## src/rtl/host_link.sv

```systemverilog
// Program loader and output capture for a small CPU: streams an image into program
// memory, releases the CPU, and queues its output. Define HOST_LINK_WATCHDOG_EN for the run watchdog.
module host_link #(
    parameter int                ADDR_W         = 8,
    parameter int                DATA_W         = 8,
    parameter int                FIFO_DEPTH     = 16,
    parameter logic [DATA_W-1:0] EXIT_CODE      = '1,
    parameter int                TIMEOUT_CYCLES = 10000
) (
    input  logic              clk,
    input  logic              reset,
    input  logic              start,
    input  logic              ld_valid,
    input  logic [DATA_W-1:0] ld_data,
    output logic              ld_ready,
    output logic              mem_we,
    output logic [ADDR_W-1:0] mem_addr,
    output logic [DATA_W-1:0] mem_wdata,
    output logic              cpu_run,
    input  logic [DATA_W-1:0] cpu_out,
    input  logic              cpu_out_on,
    output logic              out_valid,
    output logic [DATA_W-1:0] out_data,
    input  logic              out_ready,
    output logic              done,
    output logic              timeout,
    output logic              overflow
);
    localparam logic [2:0] ST_IDLE    = 3'd0;
    localparam logic [2:0] ST_LOAD    = 3'd1;
    localparam logic [2:0] ST_RUN     = 3'd2;
    localparam logic [2:0] ST_DONE    = 3'd3;
    localparam logic [2:0] ST_TIMEOUT = 3'd4;

    localparam int PTR_W = $clog2(FIFO_DEPTH);
    localparam int CNT_W = PTR_W + 1;

    if (FIFO_DEPTH < 2 || (FIFO_DEPTH & (FIFO_DEPTH - 1)) != 0 || TIMEOUT_CYCLES < 1) begin : g_param_check
        $error("host_link: FIFO_DEPTH must be a power of two >= 2 and TIMEOUT_CYCLES >= 1");
    end

    logic [2:0]        state_q, state_d;
    logic [ADDR_W-1:0] addr_q, addr_d;
    logic              mem_we_q;
    logic [ADDR_W-1:0] mem_addr_q;
    logic [DATA_W-1:0] mem_wdata_q;
    logic              cpu_run_q;
    logic              on_prev_q;
    logic [PTR_W-1:0]  wr_ptr_q, wr_ptr_d;
    logic [PTR_W-1:0]  rd_ptr_q, rd_ptr_d;
    logic [CNT_W-1:0]  count_q, count_d;
    logic              done_q, done_d;
    logic              timeout_q, timeout_d;
    logic              overflow_q, overflow_d;
    logic [DATA_W-1:0] fifo_mem [FIFO_DEPTH];

    logic in_run, xfer, evt, exit_evt, push_req, push, pop, full, wd_expire;

    assign in_run    = (state_q == ST_RUN);
    assign ld_ready  = (state_q == ST_LOAD);
    assign xfer      = ld_ready && ld_valid;
    // Only the rising edge of the strobe is an event, so a held strobe counts once.
    assign evt       = cpu_out_on && !on_prev_q;
    assign exit_evt  = in_run && evt && (cpu_out == EXIT_CODE);
    assign push_req  = in_run && evt && (cpu_out != EXIT_CODE);
    assign out_valid = (count_q != '0);
    assign pop       = out_valid && out_ready;
    assign full      = (count_q == CNT_W'(FIFO_DEPTH));
    assign push      = push_req && (!full || pop);

`ifdef HOST_LINK_WATCHDOG_EN
    localparam int WD_W = $clog2(TIMEOUT_CYCLES + 1);
    logic [WD_W-1:0] wd_cnt_q;

    always_ff @(posedge clk or posedge reset) begin
        if (reset) begin
            wd_cnt_q <= '0;
        end else if (in_run) begin
            wd_cnt_q <= wd_cnt_q + WD_W'(1);
        end else begin
            wd_cnt_q <= '0;
        end
    end

    assign wd_expire = in_run && (wd_cnt_q == WD_W'(TIMEOUT_CYCLES - 1));
`else
    assign wd_expire = 1'b0;
`endif

    always_comb begin
        state_d    = state_q;
        addr_d     = addr_q;
        wr_ptr_d   = wr_ptr_q;
        rd_ptr_d   = rd_ptr_q;
        count_d    = count_q;
        done_d     = done_q;
        timeout_d  = timeout_q;
        overflow_d = overflow_q;

        if (push) wr_ptr_d = wr_ptr_q + PTR_W'(1);
        if (pop)  rd_ptr_d = rd_ptr_q + PTR_W'(1);
        if (push && !pop) begin
            count_d = count_q + CNT_W'(1);
        end else if (pop && !push) begin
            count_d = count_q - CNT_W'(1);
        end
        if (push_req && full && !pop) overflow_d = 1'b1;

        // A new load wipes the capture queue and status, overriding any pop this cycle.
        case (state_q)
            ST_IDLE, ST_DONE, ST_TIMEOUT: begin
                if (start) begin
                    state_d    = ST_LOAD;
                    addr_d     = '0;
                    wr_ptr_d   = '0;
                    rd_ptr_d   = '0;
                    count_d    = '0;
                    done_d     = 1'b0;
                    timeout_d  = 1'b0;
                    overflow_d = 1'b0;
                end
            end
            ST_LOAD: begin
                if (xfer) begin
                    addr_d = addr_q + ADDR_W'(1);
                    if (addr_q == '1) state_d = ST_RUN;
                end
            end
            ST_RUN: begin
                if (exit_evt) begin
                    state_d = ST_DONE;
                    done_d  = 1'b1;
                end else if (wd_expire) begin
                    state_d   = ST_TIMEOUT;
                    timeout_d = 1'b1;
                end
            end
            default: state_d = ST_IDLE;
        endcase
    end

    always_ff @(posedge clk or posedge reset) begin
        if (reset) begin
            state_q     <= ST_IDLE;
            addr_q      <= '0;
            mem_we_q    <= 1'b0;
            mem_addr_q  <= '0;
            mem_wdata_q <= '0;
            cpu_run_q   <= 1'b0;
            on_prev_q   <= 1'b0;
            wr_ptr_q    <= '0;
            rd_ptr_q    <= '0;
            count_q     <= '0;
            done_q      <= 1'b0;
            timeout_q   <= 1'b0;
            overflow_q  <= 1'b0;
        end else begin
            state_q    <= state_d;
            addr_q     <= addr_d;
            mem_we_q   <= xfer;
            if (xfer) begin
                mem_addr_q  <= addr_q;
                mem_wdata_q <= ld_data;
            end
            // Held off for the first RUN cycle so the CPU starts after the final write lands.
            cpu_run_q  <= in_run && (state_d == ST_RUN);
            on_prev_q  <= cpu_out_on;
            wr_ptr_q   <= wr_ptr_d;
            rd_ptr_q   <= rd_ptr_d;
            count_q    <= count_d;
            done_q     <= done_d;
            timeout_q  <= timeout_d;
            overflow_q <= overflow_d;
        end
    end

    always_ff @(posedge clk) begin
        if (push) fifo_mem[wr_ptr_q] <= cpu_out;
    end

    assign out_data  = out_valid ? fifo_mem[rd_ptr_q] : '0;
    assign mem_we    = mem_we_q;
    assign mem_addr  = mem_addr_q;
    assign mem_wdata = mem_wdata_q;
    assign cpu_run   = cpu_run_q;
    assign done      = done_q;
    assign timeout   = timeout_q;
    assign overflow  = overflow_q;
endmodule

```

## config.mk

```make
export PLATFORM = sky130hd
export DESIGN_NAME = host_link
export DESIGN_NICKNAME = d
export VERILOG_FILES = /design/src/rtl/host_link.sv
export SDC_FILE = /design/constraint.sdc
export NUM_CORES = 1
export LEC_CHECK = 0
export CORE_MARGIN = 4
export CORE_UTILIZATION = 55
export DETAILED_ROUTE_END_ITERATION = 7
export GPL_TIMING_DRIVEN = 1
export HOLD_SLACK_MARGIN = 0.05
export PLACE_DENSITY = 0.79
export SYNTH_ARGS = -nofsm -noshare
export SYNTH_HDL_FRONTEND = slang
export SYNTH_SLANG_ARGS = --single-unit
```

## constraint.sdc

```tcl
create_clock -name clk -period 7 [get_ports clk]
set_clock_uncertainty 0.05 [all_clocks]
set_input_delay 1.4 -clock clk [delete_from_list [all_inputs] [get_ports clk]]
set_output_delay 1.4 -clock clk [all_outputs]
set_load 0.01 [all_outputs]
```

; ---- Word level (Yosys, flattened, before mapping)
; Memories as Yosys holds them, arrays and structs flattened.
; Cells that the tools add are included.
[classes]
add_sub_neg = 5
reduce_logical = 24
n_mux = 27
eq_ne = 12
[op_table]
columns = cell, count
row1 = $mux 4, 6
row2 = $mux 8, 3
row3 = $mux 5, 4
row4 = $eq 8x8->1 const B, 2
row5 = $pmux 8 s2, 1
row6 = $logic_and 1x1->1, 12
row7 = $mux 3, 4
row8 = $eq 3x2->1 const B, 3
row9 = $pmux 3 s3, 1
row10 = $add 4x1->4 const B, 2
row11 = $add 8x1->8 const B, 1
row12 = $ne 8x8->1 const B, 1
row13 = $mux 1, 7
row14 = $reduce_and 3->1, 2
row15 = $add 5x1->5 const B, 1
row16 = $eq 5x5->1 const B, 1
row17 = $reduce_bool 5->1, 1
row18 = $sub 5x1->5 const B, 1
row19 = $logic_not 1->1, 4
row20 = $ne 2x1->1 const B, 2
row21 = $reduce_bool 2->1, 2
row22 = $eq 3x1->1 const B, 1
row23 = $eq 3x3->1 const B, 1
row24 = $logic_not 3->1, 1
row25 = 4 further kinds, 4
[totals]
ramBits = 128
reg_bits = 45
inputBits = 22
wordCells = 81
memories = 1
out_inout_bits = 31
[mem_list]
columns = name, depth, width, read_ports, rd_clocked_by_memory_dff, write_ports, line_no
row1 = fifo_mem, 16, 8, 1, 0, 1, 55  ; logic [DATA_W-1:0] fifo_mem [FIFO_DEPTH];

; ---- Depth between registers and ports, before layout
[logic_depth]
word_depth = 11
ltp_mapped = 8
ltp_nobuf = 7

; ---- Worst setup path after synthesis
; No wires, ideal clock.
[synth_path]
path_type = register to output
startpoint = reg rd_ptr_q[1]
endpoint = out out_data[0]
required_time_ps = 5550
path_stages_with_launch = 6
path_slack_ps = 3673
arrival_ps = 1877
cell_sequence = dfrtp_1 > clkbuf_1 > buf_1 > mux4_2 > mux4_2 > and2_1
[synth_between]
elab_chain_len = 2
[synth_lines]
columns = item, line_no
row1 = start: declaration, 50  ; logic [PTR_W-1:0] rd_ptr_q, rd_ptr_d;
row2 = start signal: assignment, 169  ; rd_ptr_q <= rd_ptr_d;
row3 = $mem_v2 16x8, n/a
row4 = $mux 8, 181  ; assign out_data = out_valid ? fifo_mem[rd_ptr_q] : '0;
row5 = end: declaration, 23  ; output logic [DATA_W-1:0] out_data,
; Every way passes these cells.

; ---- Final worst setup path
[layout_path]
startpoint = reg rd_ptr_q[0]
endpoint = out out_data[5]
; The elaborated chain is that of the path after synthesis.

==> metrics.md <==
| Metric | Value |
|---|---|
| Vias in the first global route | 4,016 |
| Clk sinks | 173 |
| DRC | 0 |
| Top cells by count, synth | edfxtp_1, dfrtp_1, mux4_2 |
| CTS Hold Bufs | 0 |
| Setup ws final | 2220 ps |
| Outcome | complete, no violations |
| Pre-antenna DRT Iters | 5 |
| Final HPWL DP | 9040 um |
| Post-place setup slack | 2610 ps |
| Effective utilization at floorplan | 0.564 |
| Final Non-Filler Cells | 644 |
| Syn Area/Cell | 17.7 um^2 |
| Vert. Die Dim | 122 um |
| Synth-to-Final Area Change | 18.0% |
| Max_cap viols | 0 |
| Critical path data arrival time | 3330 ps |
| Core Rows | 41 |
| Final setup vio count | 0 |
| Startpoint Class | flip-flop |
| Top-area cell type share of the netlist area | 0.537 |
| Final Core Density | 0.666 |
| Leakage | 0.00295 uW |
| Pwr dens | 354 nW/um^2 |
| Fmax | 0.209 GHz |
| Slew headroom | 0.377 |
| Port Buffers | 51 |
| # diodes | 0 |
| CTS clk-pin slew, worst paths | 60 ps |
| Fin. Hold Viols | 0 |
| Die area | 14,900 um^2 |
| TritonCTS clock tree | yes |
| Post-synth net total | 435 |
| Peak VDD IR | 0.161 mV |
| Top Ports | 53 |
| H-tree depth | 4 |
| Layout cells sized above 1 | 0.206 |
| Global router's overall resource usage | 0.220 |
| Antenna-violating nets left | 0 |
| Clock latency on the worst-skew pair | 430 ps |
| TritonCTS buffer count | 17 |
| Routability Congestion | 0.838 |
| Cell Area, Synth | 7150 um^2 |
| Final nets | 489 |
| DR iter-0 viols | 363 |
| Synth Flop Type | edfxtp_1 |
| CP endpoint kind | primary output |
| Detailed Route WL | 14,800 um |
| Post-route minimum period | 4780 ps |
| Post-synth top area cell | edfxtp_1 |
| Number of synthesized flops with an enable pin | 128 |
| Sequential fraction of the synthesis area | 0.695 |
| RSZ-0062 raised after global routing | no |
| Longest Clk Path Bufs | 2 |
| Hold Crit Class | flip-flop to flip-flop |
| Slew @ Worst Pin | 935 ps |
| Top-count cell post-synth | edfxtp_1 |
| Setup TNS | 0 ps |
| Via count | 3,885 |
| Post-CTS sizing | 0 |
| Critical path fanouts, max | 24 |
| Post-synthesis register bit count | 173 |
| Crit path required time | 5550 ps |
| Placed cell count | 612 |
| Root buffer cell | clkbuf_16 |
| Initial antenna violation count | 0 |
| Distinct cells, synth | 44 |
| WL/cell | 23.0 um |
| Vias per cell | 6.03 |
| Final Slew Violations | 0 |
| Core ar. | 12,700 um^2 |
| Crit path kind | flip-flop to primary output |
| Post-CTS Setup Bufs | 0 |
| Largest cells by area after synthesis | edfxtp_1, dfrtp_1, mux4_2, mux2_2, and2_1 |
| First-pass GRT wire length | 23,500 um |
| Die Width | 122 um |
| GRT overflow | 0 |
| Ys async rst share | 0.260 |
| Ys Warns | 0 |
| Final cycle utilization of the critical path | 0.682 |
| Pin count of the biggest net entering global routing | 46 |
| Syn Inst Count | 405 |
[worst max-delay path, cell delays in order (launching register included)]
cell,delay (ps)
dfrtp_2,610
buf_4,500
mux4_1,660
mux4_2,460
and2_1,160
clkdlybuf4s50_1,480
[metal layers]
layer,track usage,routed length [um],vias to the layer above
met5,0,0,-
met4,0.0700,235,0
met1,0.300,6110,2018
met2,0.355,7550,162
met3,0.0557,944,18
li1,-,-,1687
[layout make-up]
| type | count | area, um^2 |
|---|---|---|
| Fill cell | 846 | 4230 |
| Clock inverter | 15 | 209 |
| Timing Repair Buffer | 56 | 548 |
| Sequential cell | 173 | 4970 |
| Multi-Input combinational cell | 198 | 2020 |
| Clock buffer | 17 | 425 |
| Tap cell | 172 | 215 |
| Inverter | 13 | 48.8 |
[logic make-up after synthesis]
logic type | after synthesis | share of synthesized area
flops | 173 | 0.695
simple gates | 97 | 0.0749
mux | 60 | 0.159
buf+inv | 34 | 0.0241
compound gates | 20 | 0.0184
xor+xnor | 12 | 0.0147
fa+ha+maj | 8 | 0.0140
other cells | 1 | 0.000524
[power by group]
part | internal [uW] | switching, uW
combinational | 427 | 268
clock | 603 | 402
sequential | 1160 | 127
total | 2190 | 797
[sequential cells by signal (all words and copies together), names as in the netlist]
signal / count
fifo_mem: 128
rd_ptr_q: 4
count_q: 5
mem_we: 1
cpu_run: 1
on_prev_q: 1
wr_ptr_q: 4
state_q: 3
mem_wdata: 8
overflow: 1
done: 1
mem_addr: 8
addr_q: 8
[metrics by stage]
step / area (um^2) / hold slack (ps) / total power [uW]
6_report: 8440 / 457 / 2990
5_1_grt: 8440 / 478 / 3120
4_1_cts: 8440 / 463 / 3010
3_5_place_dp: 7810 / 448 / 2000
3_3_place_gp: 7810 / 432 / 1990
2_1_floorplan: 7150 / 448 / 1760
[worst paths after layout]
check	start	endpoint	slack, ps	cells past startpoint
setup / recovery	rd_ptr_q[0]$_DFF_PP0_	out_data[5]	2220	5
setup reg to reg	state_q[1]$_DFF_PP0_	fifo_mem[6][2]$_DFFE_PP_	4270	5
max in group asynchronous	reset	rd_ptr_q[0]$_DFF_PP0_	4840	2
hold reg to reg	mem_wdata[1]$_DFFE_PP0N_	mem_wdata[1]$_DFFE_PP0N_	460	1
hold / removal	mem_wdata[1]$_DFFE_PP0N_	mem_wdata[1]$_DFFE_PP0N_	460	1
min in group asynchronous	reset	mem_wdata[4]$_DFFE_PP0N_	1440	2
[cells in the final DEF (no fill, tap or decap), types with 3 or more instances in the layout]
master | netlist | routed
nor4_1 | 6 | 4
mux4_1 | 3 | 3
nand2_1 | 12 | 12
a21oi_1 | 6 | 6
o21ai_0 | 6 | 6
xnor2_1 | 3 | 3
nor3b_1 | 6 | 6
nand3_1 | 7 | 7
mux2i_1 | 3 | 3
inv_6 | 0 | 5
nand4_1 | 8 | 8
buf_4 | 1 | 5
dfrtp_1 | 45 | 43
mux2_2 | 17 | 17
clkdlybuf4s50_1 | 0 | 51
ha_1 | 8 | 8
mux4_2 | 37 | 37
clkbuf_16 | 0 | 17
nor2_1 | 25 | 25
clkinv_4 | 0 | 3
inv_1 | 13 | 12
bufinv_16 | 0 | 4
edfxtp_1 | 128 | 128
and2_1 | 16 | 16
xor2_1 | 9 | 9
Note: power is estimated with default switching activity, not from simulation.
